### config.mk
export PLATFORM = sky130hd
export DESIGN_NAME = wb_stage
export DESIGN_NICKNAME = d
export VERILOG_FILES = /design/src/rtl/wb_stage_pkg.sv /design/src/rtl/wb_stage_load_align_unit.sv /design/src/rtl/wb_stage.sv
export SDC_FILE = /design/constraint.sdc
export NUM_CORES = 1
export LEC_CHECK = 0
export CORE_AREA = 2 2 143 145
export CTS_CLUSTER_DIAMETER = 120
export DETAILED_ROUTE_END_ITERATION = 10
export DIE_AREA = 0 0 145 147
export GPL_TIMING_DRIVEN = 0
export PLACE_DENSITY = 0.78
export SLEW_MARGIN = 20
export SYNTH_ARGS = -nofsm -noshare
export SYNTH_HDL_FRONTEND = slang
export SYNTH_SLANG_ARGS = --single-unit
### constraint.sdc
create_clock -name clk -period 7.2 [get_ports clk]
set_input_delay 1.44 -clock clk [delete_from_list [all_inputs] [get_ports clk]]
set_output_delay 1.44 -clock clk [all_outputs]
set_load 0.005 [all_outputs]
### src/rtl/wb_stage_pkg.sv
// Shared constants and the load alignment function for the write-back stage.
package wb_stage_pkg;

    // Bit positions of the one-hot align_load vector.
    localparam int unsigned AlignLw  = 6;
    localparam int unsigned AlignLb  = 5;
    localparam int unsigned AlignLbu = 4;
    localparam int unsigned AlignLh  = 3;
    localparam int unsigned AlignLhu = 2;
    localparam int unsigned AlignLwl = 1;
    localparam int unsigned AlignLwr = 0;

    // Bit positions of the one-hot rf_wdata_src vector.
    localparam int unsigned SrcAlu  = 0;
    localparam int unsigned SrcLoad = 1;
    localparam int unsigned SrcPc8  = 2;

    typedef struct packed {
        logic [31:0] pc;
        logic [31:0] alu_res;
        logic [31:0] rf_b;
        logic [4:0]  waddr;
        logic [2:0]  src;
        logic        wen;
        logic        mem_read;
        logic [6:0]  align;
    } wb_instr_t;

    function automatic logic [31:0] load_align(input logic [6:0]  align,
                                               input logic [1:0]  off,
                                               input logic [31:0] d,
                                               input logic [31:0] b);
        logic [31:0] sh_b;
        logic [31:0] sh_h;
        logic [7:0]  by;
        logic [15:0] hw;
        logic [31:0] res;
        sh_b = d >> {off, 3'b000};
        sh_h = d >> {off[1], 4'b0000};
        by   = sh_b[7:0];
        hw   = sh_h[15:0];
        res  = d;
        if (align[AlignLb]) begin
            res = {{24{by[7]}}, by};
        end else if (align[AlignLbu]) begin
            res = {24'h0, by};
        end else if (align[AlignLh]) begin
            res = {{16{hw[15]}}, hw};
        end else if (align[AlignLhu]) begin
            res = {16'h0, hw};
        end else if (align[AlignLwl]) begin
            unique case (off)
                2'd0: res = {d[7:0], b[23:0]};
                2'd1: res = {d[15:0], b[15:0]};
                2'd2: res = {d[23:0], b[7:0]};
                2'd3: res = d;
            endcase
        end else if (align[AlignLwr]) begin
            unique case (off)
                2'd0: res = d;
                2'd1: res = {b[31:24], d[31:8]};
                2'd2: res = {b[31:16], d[31:16]};
                2'd3: res = {b[31:8], d[31:24]};
            endcase
        end
        return res;
    endfunction

endpackage

### src/rtl/wb_stage_load_align_unit.sv
// Combinational extract/extend/merge of registered load data.
module load_align_unit
    import wb_stage_pkg::*;
(
    input  logic [6:0]  align_i,
    input  logic [1:0]  off_i,
    input  logic [31:0] data_i,
    input  logic [31:0] rf_b_i,
    output logic [31:0] result_o
);

    always_comb begin
        result_o = load_align(align_i, off_i, data_i, rf_b_i);
    end

endmodule

### src/rtl/wb_stage.sv
// Write-back stage: holds one instruction, waits for load data, aligns it and
// commits the result to the register file.
module wb_stage
    import wb_stage_pkg::*;
(
    input  logic        clk,
    input  logic        rst_p,
    input  logic        MA_ready,
    output logic        WB_enable,
    input  logic [31:0] rf_B_in,
    input  logic [4:0]  rf_waddr_in,
    input  logic [2:0]  rf_wdata_src_in,
    input  logic        rf_wen_in,
    input  logic [31:0] alu_res_in,
    input  logic        mem_read_in,
    input  logic [6:0]  align_load_in,
    input  logic [31:0] MA_PC,
    input  logic        mem_rdata_valid,
    input  logic [31:0] mem_rdata,
    output logic        rf_wen,
    output logic [4:0]  rf_waddr,
    output logic [31:0] rf_wdata,
    output logic        valid_out,
    output logic        load_pending,
    output logic [31:0] debug_wb_pc,
    output logic [3:0]  debug_wb_rf_wen,
    output logic [4:0]  debug_wb_rf_wnum,
    output logic [31:0] debug_wb_rf_wdata
);

    logic        valid_q, valid_d;
    logic        has_data_q, has_data_d;
    wb_instr_t   instr_q, instr_d;
    logic [31:0] rdata_q, rdata_d;

    logic        leaving;
    logic        comming;
    logic        waiting;
    logic [31:0] load_value;

    // Everything below depends only on registers, keeping mem_rdata_valid
    // out of the upstream stall path.
    assign waiting   = valid_q && instr_q.mem_read && !has_data_q;
    assign leaving   = valid_q && (!instr_q.mem_read || has_data_q);
    assign WB_enable = !valid_q || leaving;
    assign comming   = WB_enable && MA_ready;

    always_comb begin
        valid_d    = valid_q;
        has_data_d = has_data_q;
        instr_d    = instr_q;
        rdata_d    = rdata_q;
        if (leaving) begin
            valid_d    = 1'b0;
            has_data_d = 1'b0;
        end
        if (comming) begin
            valid_d          = 1'b1;
            has_data_d       = 1'b0;
            instr_d.pc       = MA_PC;
            instr_d.alu_res  = alu_res_in;
            instr_d.rf_b     = rf_B_in;
            instr_d.waddr    = rf_waddr_in;
            instr_d.src      = rf_wdata_src_in;
            instr_d.wen      = rf_wen_in;
            instr_d.mem_read = mem_read_in;
            instr_d.align    = align_load_in;
        end else if (waiting && mem_rdata_valid) begin
            has_data_d = 1'b1;
            rdata_d    = mem_rdata;
        end
    end

    always_ff @(posedge clk) begin
        if (rst_p) begin
            valid_q    <= 1'b0;
            has_data_q <= 1'b0;
        end else begin
            valid_q    <= valid_d;
            has_data_q <= has_data_d;
        end
    end

    // Payload registers are qualified by valid_q, so they carry no reset.
    always_ff @(posedge clk) begin
        instr_q <= instr_d;
        rdata_q <= rdata_d;
    end

    load_align_unit u_load_align (
        .align_i  (instr_q.align),
        .off_i    (instr_q.alu_res[1:0]),
        .data_i   (rdata_q),
        .rf_b_i   (instr_q.rf_b),
        .result_o (load_value)
    );

    always_comb begin
        rf_wdata = instr_q.alu_res;
        if (instr_q.src[SrcLoad]) begin
            rf_wdata = load_value;
        end else if (instr_q.src[SrcPc8]) begin
            rf_wdata = instr_q.pc + 32'd8;
        end
    end

    assign rf_wen            = leaving && instr_q.wen && (instr_q.waddr != 5'd0);
    assign rf_waddr          = instr_q.waddr;
    assign valid_out         = valid_q;
    assign load_pending      = waiting;
    assign debug_wb_pc       = instr_q.pc;
    assign debug_wb_rf_wen   = {4{rf_wen}};
    assign debug_wb_rf_wnum  = rf_waddr;
    assign debug_wb_rf_wdata = rf_wdata;

endmodule

Word-level counts from Yosys, hierarchy flattened --
Cells that the tools add are included.
Storage, ports and cells: bits of input ports 149, output and inout port bits 114, flip-flop bits (word level) 146, word-level logic and storage cells 49
Cells by class: reductions and logical operators 18, muxes and demuxes 13, shift-type cells 2, bitwise gates (word level) 1, $add $sub $neg 1, equal/unequal tests 3
Operator list (count):
- 32-bit 2-to-1 mux | 8
- 32-bit case mux with 4 select lines | 2
- 32-bit by 4-bit adder with 32-bit output, second input constant | 1
- 32-bit by 5-bit right shift with 16-bit output | 1
- 32-bit by 5-bit right shift with 8-bit output | 1
- 1-bit logical AND | 7
- 5-bit nonzero test | 1
- 2-bit equality test, second input constant | 2
- 2-bit nonzero test | 2
- 1-bit zero test | 3
- 1-bit 2-to-1 mux | 3
- 2-bit by 1-bit equality test with 1-bit output, second input constant | 1
- 2-bit zero test | 1
- 1-bit logical OR | 2
- 2-bit AND reduction | 1
- 2-bit OR reduction | 1
- 1-bit NOT | 1

Longest topological paths before layout --
Gate-level depths: netlist (run 1).
depth after elaboration 9, gate-level depth with buffers 10, gate-level depth less buffers 6

By module --
From an unflattened synthesis (run 1), not the netlist that was laid out.
Unflattened totals: cell total of the unflattened synthesis 738, area total of the unflattened synthesis 8559.5 µm²
By module, submodules not included:
- wb_stage | instances 1, cells each 429, area an instance 6269.8 µm², seq. area each 4364.2 µm²
- load_align_unit | instances 1, cells each 309, area an instance 2289.7 µm², seq. area each 0.0 µm²

Worst setup path after synthesis (run 1) --
OpenSTA, ideal clock, no wires.
kind input port to flip-flop, start point input MA_ready, end point register instr_q (netlist bit debug_wb_pc[0]), enable pin, arrival 6262 ps, required time 6605 ps, path buffers 0, slack 343 ps, stages 1, setup time 595 ps, path through nor2b_1
On the way: longest elaborated chain between the ends 1
RTL lines:
- start: declaration | line wb_stage.sv:8 | input logic MA_ready,
- 1-bit logical AND | line wb_stage.sv:46 | assign comming = WB_enable && MA_ready;
- end signal: assignment | line wb_stage.sv:86 | instr_q <= instr_d;
- end: declaration | line wb_stage.sv:33 | wb_instr_t instr_q, instr_d;
No other way between the ends. A chain may end at the register's enable or synchronous reset.

Worst setup path in the final report (run 1) --
start point register instr_q[1] (netlist bit), end point output rf_wdata[11]
On the way: longest elaborated chain between the ends 6
RTL lines:
- 32-bit 2-to-1 mux | line wb_stage_pkg.sv:51 | end else if (align[AlignLwl]) begin
- 32-bit 2-to-1 mux | line wb_stage_pkg.sv:49 | end else if (align[AlignLhu]) begin
- 32-bit 2-to-1 mux | line wb_stage_pkg.sv:47 | end else if (align[AlignLh]) begin
- 32-bit 2-to-1 mux | line wb_stage_pkg.sv:45 | end else if (align[AlignLbu]) begin
- 32-bit 2-to-1 mux | line wb_stage_pkg.sv:43 | if (align[AlignLb]) begin
- 32-bit 2-to-1 mux | line wb_stage.sv:100 | if (instr_q.src[SrcLoad]) begin
- end: declaration | line wb_stage.sv:22 | output logic [31:0] rf_wdata,
No other way between the ends.

==> impl_results.md, run 1 <==
- Max Buffers Root-to-Sink: 2
- Synth async-reset ratio: 0%
- Final instance area: ~12000 sq um
- Crit path kind: reg -> out
- Post-place setup slack: 2.74 ns
- Ys flop type: edfxtp_1
- Grt total ovfl: 0
- Worst Reg2Reg Path Length in Cells: 6
- Ys Warns: 0
- Total nets after synthesis: 891
- Crit path capture: rf_wdata[11]
- Post-CTS Setup Bufs: 0
- Avg WL per Cell: between 20 and 25 um
- Worst path arrival time: between 3 and 4 ns
- EDFF count, synth: 143
- Clk_skew: 0.00729 ns
- Final setup vio count: 0
- DRC: 0
- PortBufs: 260
- Max-cap viol count: 0
- DR iter-0 viols: 790
- Share of cells above drive strength 1: 18.1%
- Leakage: around 4.4 nW
- Chip Width: 145 um
- Setup WS post-layout: around 2.1 ns
- Global-route wire length before repair: 43200 um
- Most frequent cells in the layout: clkdlybuf4s50_1 (260), edfxtp_1 (143), buf_4 (82), nor2_1 (49), nand2_1 (44)
- Clock-pin slew of the registers on the worst-case setup and hold paths: 0.07 ns
- Final TNS setup: 0 ns
- Antenna diodes: 0
- Avg Cell Area, Syn: 11.3 sq um
- Via-to-Cell Ratio: 5.67
- Post-CTS Resized: 0
- CTS tree: built
- Hold crit path type: reg -> reg
- Worst setup path startpoint: instr_q[1]$_DFFE_PP_
- Slew Viols, Final: 0
- Synth Instances: roughly 740
- Final Hold Slack: approximately 0.48 ns
- Row count: 52
- Clock root cell: clkbuf_16
- Largest net degree at the start of global routing: 32
- Post-synthesis sequential area ratio: 51.9%
- Synth Register Bits: 145
- DP Wirelength: 22400 um
- Commonest non-fill, non-tap cell in the layout: clkdlybuf4s50_1
- Post-Synthesis Cell Area: 8340 sq um
- Via Count: 7418
- Gpl congestion: 0.987
- Nets: 1175
- CTS Hold Bufs: 0
- Vias in the first global route: around 7300
- Die Y: 147 um
- Peak VDD IR: 0.154 mV
- Synthesis-to-layout area growth: 44.2%
- Final hold violation count: 0
- Aggregate global-route resource usage: between 20% and 30%
- H-Tree Depth: 4
- CP Data Required Time: 5.76 ns
- Outcome: finished, final reports clean
- Later-pin clock latency in the skew report: 0.44 ns
- DRT antenna net count: 0
- Yosys cell types: 65
- Tcrit/Tclk final: ~71%
- Critical R2R Launch: instr_q[7]$_DFFE_PP_
- R2R Setup Slk: 5.06 ns
- Power, Total: ~0.0025 W
- Clock sink count: 145
- Max FO, Critical Path: 10
- R2R Path End: instr_q[31]$_DFFE_PP_
- CTS Buf Count: 17
- RSZ-0062 raised after global routing: no
- Slew margin rel.: between 40% and 50%
- Startpoint Class: flip-flop
- Total wire length: 29500 um
- CORE AREA: between 15000 and 20000 sq um
- Setup crit end kind: output pin
- Starting Density: 42.0%
- PD cells: 205 nW/um^2
- Total iterations of the first detailed-routing run: 5
- Die Outline Area: roughly 21000 sq um
- Final min period: 5.08 ns
- Slew @ Worst Pin: approximately 0.86 ns
- Placed inst area: 11400 sq um
- Max Fclk: 0.197 GHz
- Initial antenna violation count: 0
- Boundary Pins: 263
[flip-flops by register name, summed over array words and instances (netlist names)]
signal,count
debug_wb_pc,32
debug_wb_rf_wnum,5
has_data_q,1
instr_q,74
rdata_q,32
valid_out,1
[worst max-delay path: stages, from the launching register on]
cell	delay (ns)
edfxtp_1	0.32
buf_2	0.23
clkinv_1	0.31
clkbuf_1	0.41
a211oi_1	0.31
nor3_1	0.11
o311ai_0	0.77
buf_4	0.23
clkdlybuf4s50_1	0.49
[synthesized netlist by cell type, drive strengths merged, types with 6 or more instances]
cell type	number	area, sq um
a211oi	12	90.1
inv	13	48.8
o22ai	15	93.8
clkbuf	17	63.8
xnor2	10	87.6
nand2b	7	43.8
nand2	45	171
xor2	6	52.6
mux4	7	158
a211o	7	61.3
o21ai	45	225
and3	8	50.1
o31ai	9	67.6
nor2	49	184
nor3	11	60.1
nor4	6	67.6
mux2i	37	370
buf	103	728
nand4	15	100
a21oi	41	209
edfxtp	143	4290
nand3	29	145
mux2	25	282
[area by class of cell]
type,count,area (sq um)
fillers,1632,7820
multi-input cells,462,3170
clock buffers,17,425
inverters,14,52.6
repair buffers,265,2720
plain buffers,120,792
clock inverters,15,195
well taps,270,338
flip-flops and latches,145,4330
[layer usage]
| metal | routed length [um] | GRT usage [%] | vias to the layer above |
|---|---|---|---|
| met5 | 0 | 0 | - |
| met2 | 14000 | 45.4 | 479 |
| met4 | 755 | 9.31 | 0 |
| met1 | 11500 | 34.0 | 3545 |
| li1 | - | - | 3329 |
| met3 | 3260 | 7.86 | 65 |
[worst min-delay path by stage]
stage                             from                       to  depth (start not counted)
3_3_place_gp   has_data_q$_SDFFE_PP0P_  has_data_q$_SDFFE_PP0P_                          2
4_1_cts        has_data_q$_SDFFE_PP0P_  has_data_q$_SDFFE_PP0P_                          2
2_1_floorplan  has_data_q$_SDFFE_PP0P_  has_data_q$_SDFFE_PP0P_                          2
6_report       has_data_q$_SDFFE_PP0P_  has_data_q$_SDFFE_PP0P_                          2
3_5_place_dp   has_data_q$_SDFFE_PP0P_  has_data_q$_SDFFE_PP0P_                          2
5_1_grt        has_data_q$_SDFFE_PP0P_  has_data_q$_SDFFE_PP0P_                          2
[power breakdown]
| part | switching, W | total, W | internal (W) |
|---|---|---|---|
| Sequential | 0.0000360 | 0.00102 | 0.000980 |
| Combinational | 0.000216 | 0.000504 | 0.000288 |
| Clock | 0.000394 | 0.000950 | 0.000556 |
[cell families after synthesis]
| family | Yosys count | share of synthesized area (%) |
|---|---|---|
| AOI/OAI and AO/OA | 186 | 14.8 |
| xor gates and xnor gates | 16 | 1.68 |
| adders and majority gates | 1 | 0.150 |
| buffers and inverters | 134 | 10.1 |
| DFF | 145 | 51.9 |
| muxes | 69 | 9.70 |
| and+or+nand+nor | 190 | 11.6 |
[stage by stage]
step,std cells,utilization (%)
after floorplan,741,-
after global placement,1271,56.9
after detailed placement,1276,57.5
after CTS,1308,60.6
after global routing,1308,60.6
final,1308,60.6
Note: power is estimated with default switching activity, not from simulation.
==> inputs of run 2 (changes only) <==
CORE_AREA = 2 2 137 139   (was 2 2 143 145)
DIE_AREA = 0 0 139 141   (was 0 0 145 147)
PLACE_DENSITY = 0.81   (was 0.78)
clock period = 4.76 ns   (was 7.2 ns; I/O delays follow)
==> run 2 against run 1 <==
Sequential cell count did not move. Utilization up 4.7 points. Sequential power up 51%. Total power grew 47%. Combinational power increased by 52%. Worst setup slack lost 1.9 ns. Clock-buffer cell count unchanged. Via count increased by 0.38%. Hold slack improved by 0.027 ns. Critical path type unchanged. Critical endpoint is now rf_wdata[9]. Largest cell class unchanged.
==> impl_results.md, run 2 (same netlist as run 1, synthesis figures left out) <==
- Via Count: 7446 (was 7418)
- Initial antenna violation count: 0 (unchanged)
- Clock-pin slew of the registers on the worst-case setup and hold paths: 0.06 ns (was 0.07 ns)
- DR iter-0 viols: 984 (was 790)
- RSZ-0062 raised after global routing: no (unchanged)
- Fill cells: 1438 (was 1632)
- CP Data Required Time: 3.81 ns (was 5.76 ns)
- Via-to-Cell Ratio: 5.86 (was 5.67)
- PortBufs: 260 (unchanged)
- Multi-input combinational cell area: 3170 sq um (unchanged)
- Nets: 1174 (was 1175)
- Die Y: 141 um (was 147 um)
- Total wire length: 29500 um (about the same)
- Worst path arrival time: 3.60 ns (was 3.64 ns)
- Leakage: 4.40 nW (was 4.41 nW)
- Largest net degree at the start of global routing: 34 (was 32)
- CTS tree: built (unchanged)
- Avg WL per Cell: 23.2 um (was 22.6 um)
- Hold crit path type: reg -> reg (unchanged)
- Gpl congestion: 0.983 (was 0.987)
- Routed length on met3: 2680 um (was 3260 um)
- PD cells: 305 nW/um^2 (was 205 nW/um^2)
- Tcrit/Tclk final: 95.6%
- Synthesis-to-layout area growth: 43.0% (was 44.2%)
- Most frequent cells in the layout: clkdlybuf4s50_1 (260), edfxtp_1 (143), buf_4 (82), nor2_1 (49), nand2_1 (44) (unchanged)
- Grt total ovfl: 0 (unchanged)
- Placed Cells: 1239 (was 1276)
- Vias in the first global route: 7483 (was 7315)
- Clock root cell: clkbuf_16 (unchanged)
- Global-route wire length before repair: 43500 um (was 43200 um)
- H-Tree Depth: 4 (unchanged)
- Peak VDD IR: 0.250 mV (was 0.154 mV)
- CTS Hold Bufs: 0 (unchanged)
- Total iterations of the first detailed-routing run: 5 (unchanged)
- Chip Width: 139 um (was 145 um)
- Met2 wire length: 14000 um (about the same)
- Clk_skew: 0.00871 ns (was 0.00729 ns)
- DRT antenna net count: 0 (unchanged)
- CORE AREA: 18300 sq um (was 19800 sq um)
- Crit path kind: reg -> out (unchanged)
- Max reg flops: 74 (unchanged)
- Starting Density: 45.7% (was 42.0%)
- Max Fclk: around 0.22 GHz
- Final min period: 4.55 ns
- Slew margin rel.: 39.0% (was 42.2%)
- Max Buffers Root-to-Sink: 2 (unchanged)
- Final Hold Slack: 0.512 ns (was 0.484 ns)
- Max-cap viol count: 0 (unchanged)
- Slew Viols, Final: 0 (unchanged)
- Clock sink count: 145 (unchanged)
- Final setup vio count: 0 (unchanged)
- Commonest non-fill, non-tap cell in the layout: clkdlybuf4s50_1 (unchanged)
- Slew @ Worst Pin: 0.903 ns (was 0.856 ns)
- Antenna diodes: 0 (unchanged)
- Die Outline Area: 19600 sq um (was 21300 sq um)
- Top Metal Used: met4 (unchanged)
- Post-CTS Setup Bufs: 0 (unchanged)
- Row count: 50 (was 52)
- Register name with the most flops: instr_q (unchanged)
- DP Wirelength: 22400 um (about the same)
- Setup crit end kind: output pin (unchanged)
- Later-pin clock latency in the skew report: 0.42 ns (was 0.44 ns)
- Final Instance Count excl. Fillers: 1271 (was 1308)
- Final hold violation count: 0 (unchanged)
- Reg area: 4330 sq um (unchanged)
- Max FO, Critical Path: 10 (unchanged)
- CTS Buf Count: 17 (unchanged)
- Aggregate global-route resource usage: 29.4% (was 27.2%)
- DRC: 0 (unchanged)
- Share of cells above drive strength 1: 17.9% (was 18.1%)
- Outcome: finished, final reports clean (unchanged)
- Boundary Pins: 263 (unchanged)
- Startpoint Class: flip-flop (unchanged)
- Met1 Wirelength: 11600 um (was 11500 um)
- Post-CTS Resized: 0 (unchanged)
==> run 2: cell types whose count changed in the layout (fill, tap and decap cells not counted), sizes merged <==
cell | before | now
inv | 21 | 17
bufinv | 3 | 2
clkinv | 3 | 9
buf | 108 | 107
clkinvlp | 2 | 1
==> run 2: report_power, final <==
part / internal (W) / switching (W) / leakage [nW] / total, W
clock: 0.000777 / 0.000555 / 0.285 / 0.00133
combinational: 0.000436 / 0.000331 / 2.73 / 0.000766
sequential: 0.00148 / 0.0000525 / 1.38 / 0.00154
==> run 2: critical path, cell delays in order, from the launching register on <==
cell	delay [ns]
edfxtp_1	0.38
buf_6	0.16
buf_2	0.23
buf_4	0.24
buf_2	0.23
a211oi_1	0.24
nor3_1	0.13
o311ai_0	0.82
buf_4	0.23
clkdlybuf4s50_1	0.49
==> run 2: path summary, 6_finish.rpt <==
path | startpoint | endpoint | slack [ns] | cells past startpoint
setup / recovery | instr_q[50]$_DFFE_PP_ | rf_wdata[9] | 0.21 | 9
hold / removal | has_data_q$_SDFFE_PP0P_ | has_data_q$_SDFFE_PP0P_ | 0.51 | 2
setup reg to reg | has_data_q$_SDFFE_PP0P_ | rdata_q[6]$_DFFE_PP_ | 2.69 | 3
hold reg to reg | has_data_q$_SDFFE_PP0P_ | has_data_q$_SDFFE_PP0P_ | 0.51 | 2
==> run 2: cell type report <==
| type | count | share of cell area [%] |
|---|---|---|
| tap | 234 | 2.45 |
| clock inverter | 15 | 1.32 |
| clock buffer | 17 | 3.56 |
| multi-input combinational | 462 | 26.6 |
| inverter | 14 | 0.440 |
| sequential | 145 | 36.3 |
| buffer | 120 | 6.64 |
| timing repair buffer | 264 | 22.7 |
==> run 2: stage by stage <==
step                      area [sq um]  setup slack, ns  TNS, ns  total power, W  util, %
final                            11900            0.210        0         0.00363     65.3
after global routing             11900            0.156        0         0.00375     65.3
after CTS                        11900           0.0919        0         0.00364     65.3
after detailed placement         11400            0.555        0         0.00232     62.1
after global placement           11200            -1.22  -134.62         0.00230     61.5
after floorplan                   8350            0.475        0         0.00188        -
==> run 2: per-layer routing <==
metal | vias up | track usage (%)
li1 | 3329 | -
met1 | 3544 | 38.2
met2 | 497 | 47.8
met3 | 76 | 6.22
met4 | 0 | 13.0
met5 | - | 0
==> inputs of run 3 (changes only) <==
CELL_PAD_IN_SITES_DETAIL_PLACEMENT = 2   (was default)
CELL_PAD_IN_SITES_GLOBAL_PLACEMENT = 2   (was default)
CORE_AREA = 2 2 173 175   (was 2 2 137 139)
DIE_AREA = 0 0 175 177   (was 0 0 139 141)
PLACE_DENSITY = 0.8   (was 0.81)
==> run 3 against run 2 <==
Via count increased by 1.1%. Combinational power rose by 3.8%. Maximum frequency down 0.56%. Sequential cell count unchanged. Largest power group unchanged. Register-to-register slack gained 0.12 ns. Worst setup slack got worse by 0.026 ns. Wire length grew 22%. Total power grew 2.0%. Non-clock buffer count is 1 higher. Final area grew 1.7%.
==> impl_results.md, run 3 (same netlist as run 1, synthesis figures left out) <==
- Final hold violation count: 0 (unchanged)
- Clk_skew: 0.0129 ns (was 0.00871 ns)
- HP Start: has_data_q$_SDFFE_PP0P_ (unchanged)
- Sw frac: 27.2% (was 25.8%)
- Die Y: 177 um (was 141 um)
- Aggregate global-route resource usage: 23.2% (was 29.4%)
- Clock-pin slew of the registers on the worst-case setup and hold paths: 0.07 ns (was 0.06 ns)
- Chip Width: 175 um (was 139 um)
- Peak VDD IR: 0.226 mV (was 0.250 mV)
- Nets: 1175 (was 1174)
- Sequential group share of total power: 41.5% (was 42.3%)
- H-Tree Depth: 4 (unchanged)
- Clock sink count: 145 (unchanged)
- Row count: 63 (was 50)
- Largest net degree at the start of global routing: 33 (was 34)
- Total wire length: 35900 um (was 29500 um)
- Final min period: 4.58 ns (was 4.55 ns)
- Antenna diodes: 0 (unchanged)
- CTS Buf Count: 17 (unchanged)
- Register name with the most flops: instr_q (unchanged)
- Critical path's slowest cell: clkdlybuf4s50_1 (was o311ai_0)
- Slew margin rel.: 46.8% (was 39.0%)
- Multi-input combinational cell area: 3170 sq um (unchanged)
- DRT antenna net count: 0 (unchanged)
- Max reg flops: 74 (unchanged)
- Clock root cell: clkbuf_16 (unchanged)
- Tcrit/Tclk final: 96.1% (was 95.6%)
- DRC: 0 (unchanged)
- Starting Density: 28.5% (was 45.7%)
- Hold crit path type: reg -> reg (unchanged)
- RSZ-0062 raised after global routing: no (unchanged)
- Outcome: finished, final reports clean (unchanged)
- Synthesis-to-layout area growth: 45.5% (was 43.0%)
- Total iterations of the first detailed-routing run: 5 (unchanged)
- Net Sw Power: 0.00101 W (was 0.000939 W)
- Power, Total: 0.00371 W (was 0.00363 W)
- Avg WL per Cell: 25.2 um (was 23.2 um)
- Crit path top cell by count: buf_4
- Max FO, Critical Path: 10 (unchanged)
- DP Wirelength: 27600 um (was 22400 um)
- Critical path cell sequence: buf_6 > buf_2 > o21a_1 > buf_4 > nor2_1 > o31ai_1 > a21oi_1 > a211oi_1 > buf_4 > clkdlybuf4s50_1 (was buf_6 > buf_2 > buf_4 > buf_2 > a211oi_1 > nor3_1 > o311ai_0 > buf_4 > clkdlybuf4s50_1)
- CORE AREA: 29200 sq um (was 18300 sq um)
- Leakage: 4.40 nW (about the same)
- CP Data Required Time: 3.81 ns (about the same)
- Power share of the combinational group: 21.4% (was 21.1%)
- Gpl congestion: 0.886 (was 0.983)
- Startpoint Class: flip-flop (unchanged)
- Vias in the first global route: 8315 (was 7483)
- Slew Viols, Final: 0 (unchanged)
- Largest stage delay, worst path: 0.48 ns (was 0.82 ns)
- Final Hold Slack: 0.514 ns (was 0.512 ns)
- Most frequent cells in the layout: clkdlybuf4s50_1 (260), edfxtp_1 (143), buf_4 (82), nor2_1 (49), nand2_1 (44) (unchanged)
- Worst path arrival time: 3.62 ns (was 3.60 ns)
- CTS tree: built (unchanged)
- Final setup vio count: 0 (unchanged)
- Later-pin clock latency in the skew report: 0.44 ns (was 0.42 ns)
- Grt total ovfl: 0 (unchanged)
- P_int: 0.00270 W (about the same)
- DR iter-0 viols: 646 (was 984)
- Reg area: 4330 sq um (unchanged)
- PD cells: 306 nW/um^2 (was 305 nW/um^2)
- Global-route wire length before repair: 52900 um (was 43500 um)
- Share of cells above drive strength 1: 18.1% (was 17.9%)
- Fill cells: 3033 (was 1438)
- Setup crit end kind: output pin (unchanged)
- PortBufs: 260 (unchanged)
- Die Outline Area: 31000 sq um (was 19600 sq um)
- Boundary Pins: 263 (unchanged)
- Max Buffers Root-to-Sink: 2 (unchanged)
- Max-cap viol count: 0 (unchanged)
- Post-CTS Setup Bufs: 0 (unchanged)
- Initial antenna violation count: 0 (unchanged)
- Via-to-Cell Ratio: 5.27 (was 5.86)
- Critical R2R Launch: has_data_q$_SDFFE_PP0P_ (unchanged)
- Commonest non-fill, non-tap cell in the layout: clkdlybuf4s50_1 (unchanged)
- Crit path kind: reg -> out (unchanged)
- Worst setup path startpoint: instr_q[50]$_DFFE_PP_ (unchanged)
- Slew @ Worst Pin: 0.785 ns (was 0.903 ns)
- Max Fclk: 0.219 GHz (was 0.220 GHz)
- Via Count: 7530 (was 7446)
- Power share of the clock group: 37.1% (was 36.7%)
- Final TNS setup: 0 ns (unchanged)
## run 3: worst max-delay path: cells and delay by family (launching register included)
family / cells / cell delay (ns)
buffers and inverters: 5 / 1.42
AOI/OAI and AO/OA: 4 / 1.32
DFF: 1 / 0.34
and+or+nand+nor: 1 / 0.08
## run 3: layout make-up
| class | count | area share (%) |
|---|---|---|
| clock inverters | 14 | 1.25 |
| well taps | 390 | 4.02 |
| repair buffers | 265 | 22.4 |
| clock buffers | 18 | 3.54 |
| plain buffers | 120 | 6.52 |
| multi-input cells | 462 | 26.1 |
| inverters | 14 | 0.433 |
| flip-flops and latches | 145 | 35.7 |
## run 3: worst paths after layout
| path | endpoint | depth (start not counted) | slack, ns |
|---|---|---|---|
| max | rf_wdata[21] | 10 | 0.18 |
| min | has_data_q$_SDFFE_PP0P_ | 2 | 0.51 |
| max reg2reg | instr_q[76]$_DFFE_PP_ | 5 | 2.81 |
| min reg2reg | has_data_q$_SDFFE_PP0P_ | 2 | 0.51 |
## run 3: per-layer routing
layer	part of all wire, %	global-route usage (%)
met5	0	0
met3	5.9	4.64
met4	2.5	7.95
met2	49	39.1
met1	42	29.7
## run 3: repair_timing
item | in CTS | in global routing
hold buffers | 0 | 0
setup endpoints to repair | 0 | 5
gates resized for setup | 0 | 3
endpoints found under the hold margin | 0 | 0
## run 3: power groups by stage
stage	logic (W)	clock network, W	registers (W)
after floorplan	0.000339	0	0.00154
after global placement	0.000751	0	0.00157
after detailed placement	0.000787	0	0.00156
after CTS	0.000794	0.00140	0.00154
after global routing	0.000844	0.00144	0.00155
final	0.000795	0.00138	0.00154
## run 3: through the flow
stage / std cells / util, % / area [sq um] / worst slack (ns)
finish: 1428 / 41.5 / 12100 / 0.185
floorplan: 741 / - / 8350 / 0.475
global route: 1428 / 41.5 / 12100 / 0.0298
detailed placement: 1396 / 39.5 / 11600 / 0.551
CTS: 1428 / 41.5 / 12100 / 0.0578
global placement: 1391 / 39.1 / 11400 / -1.50
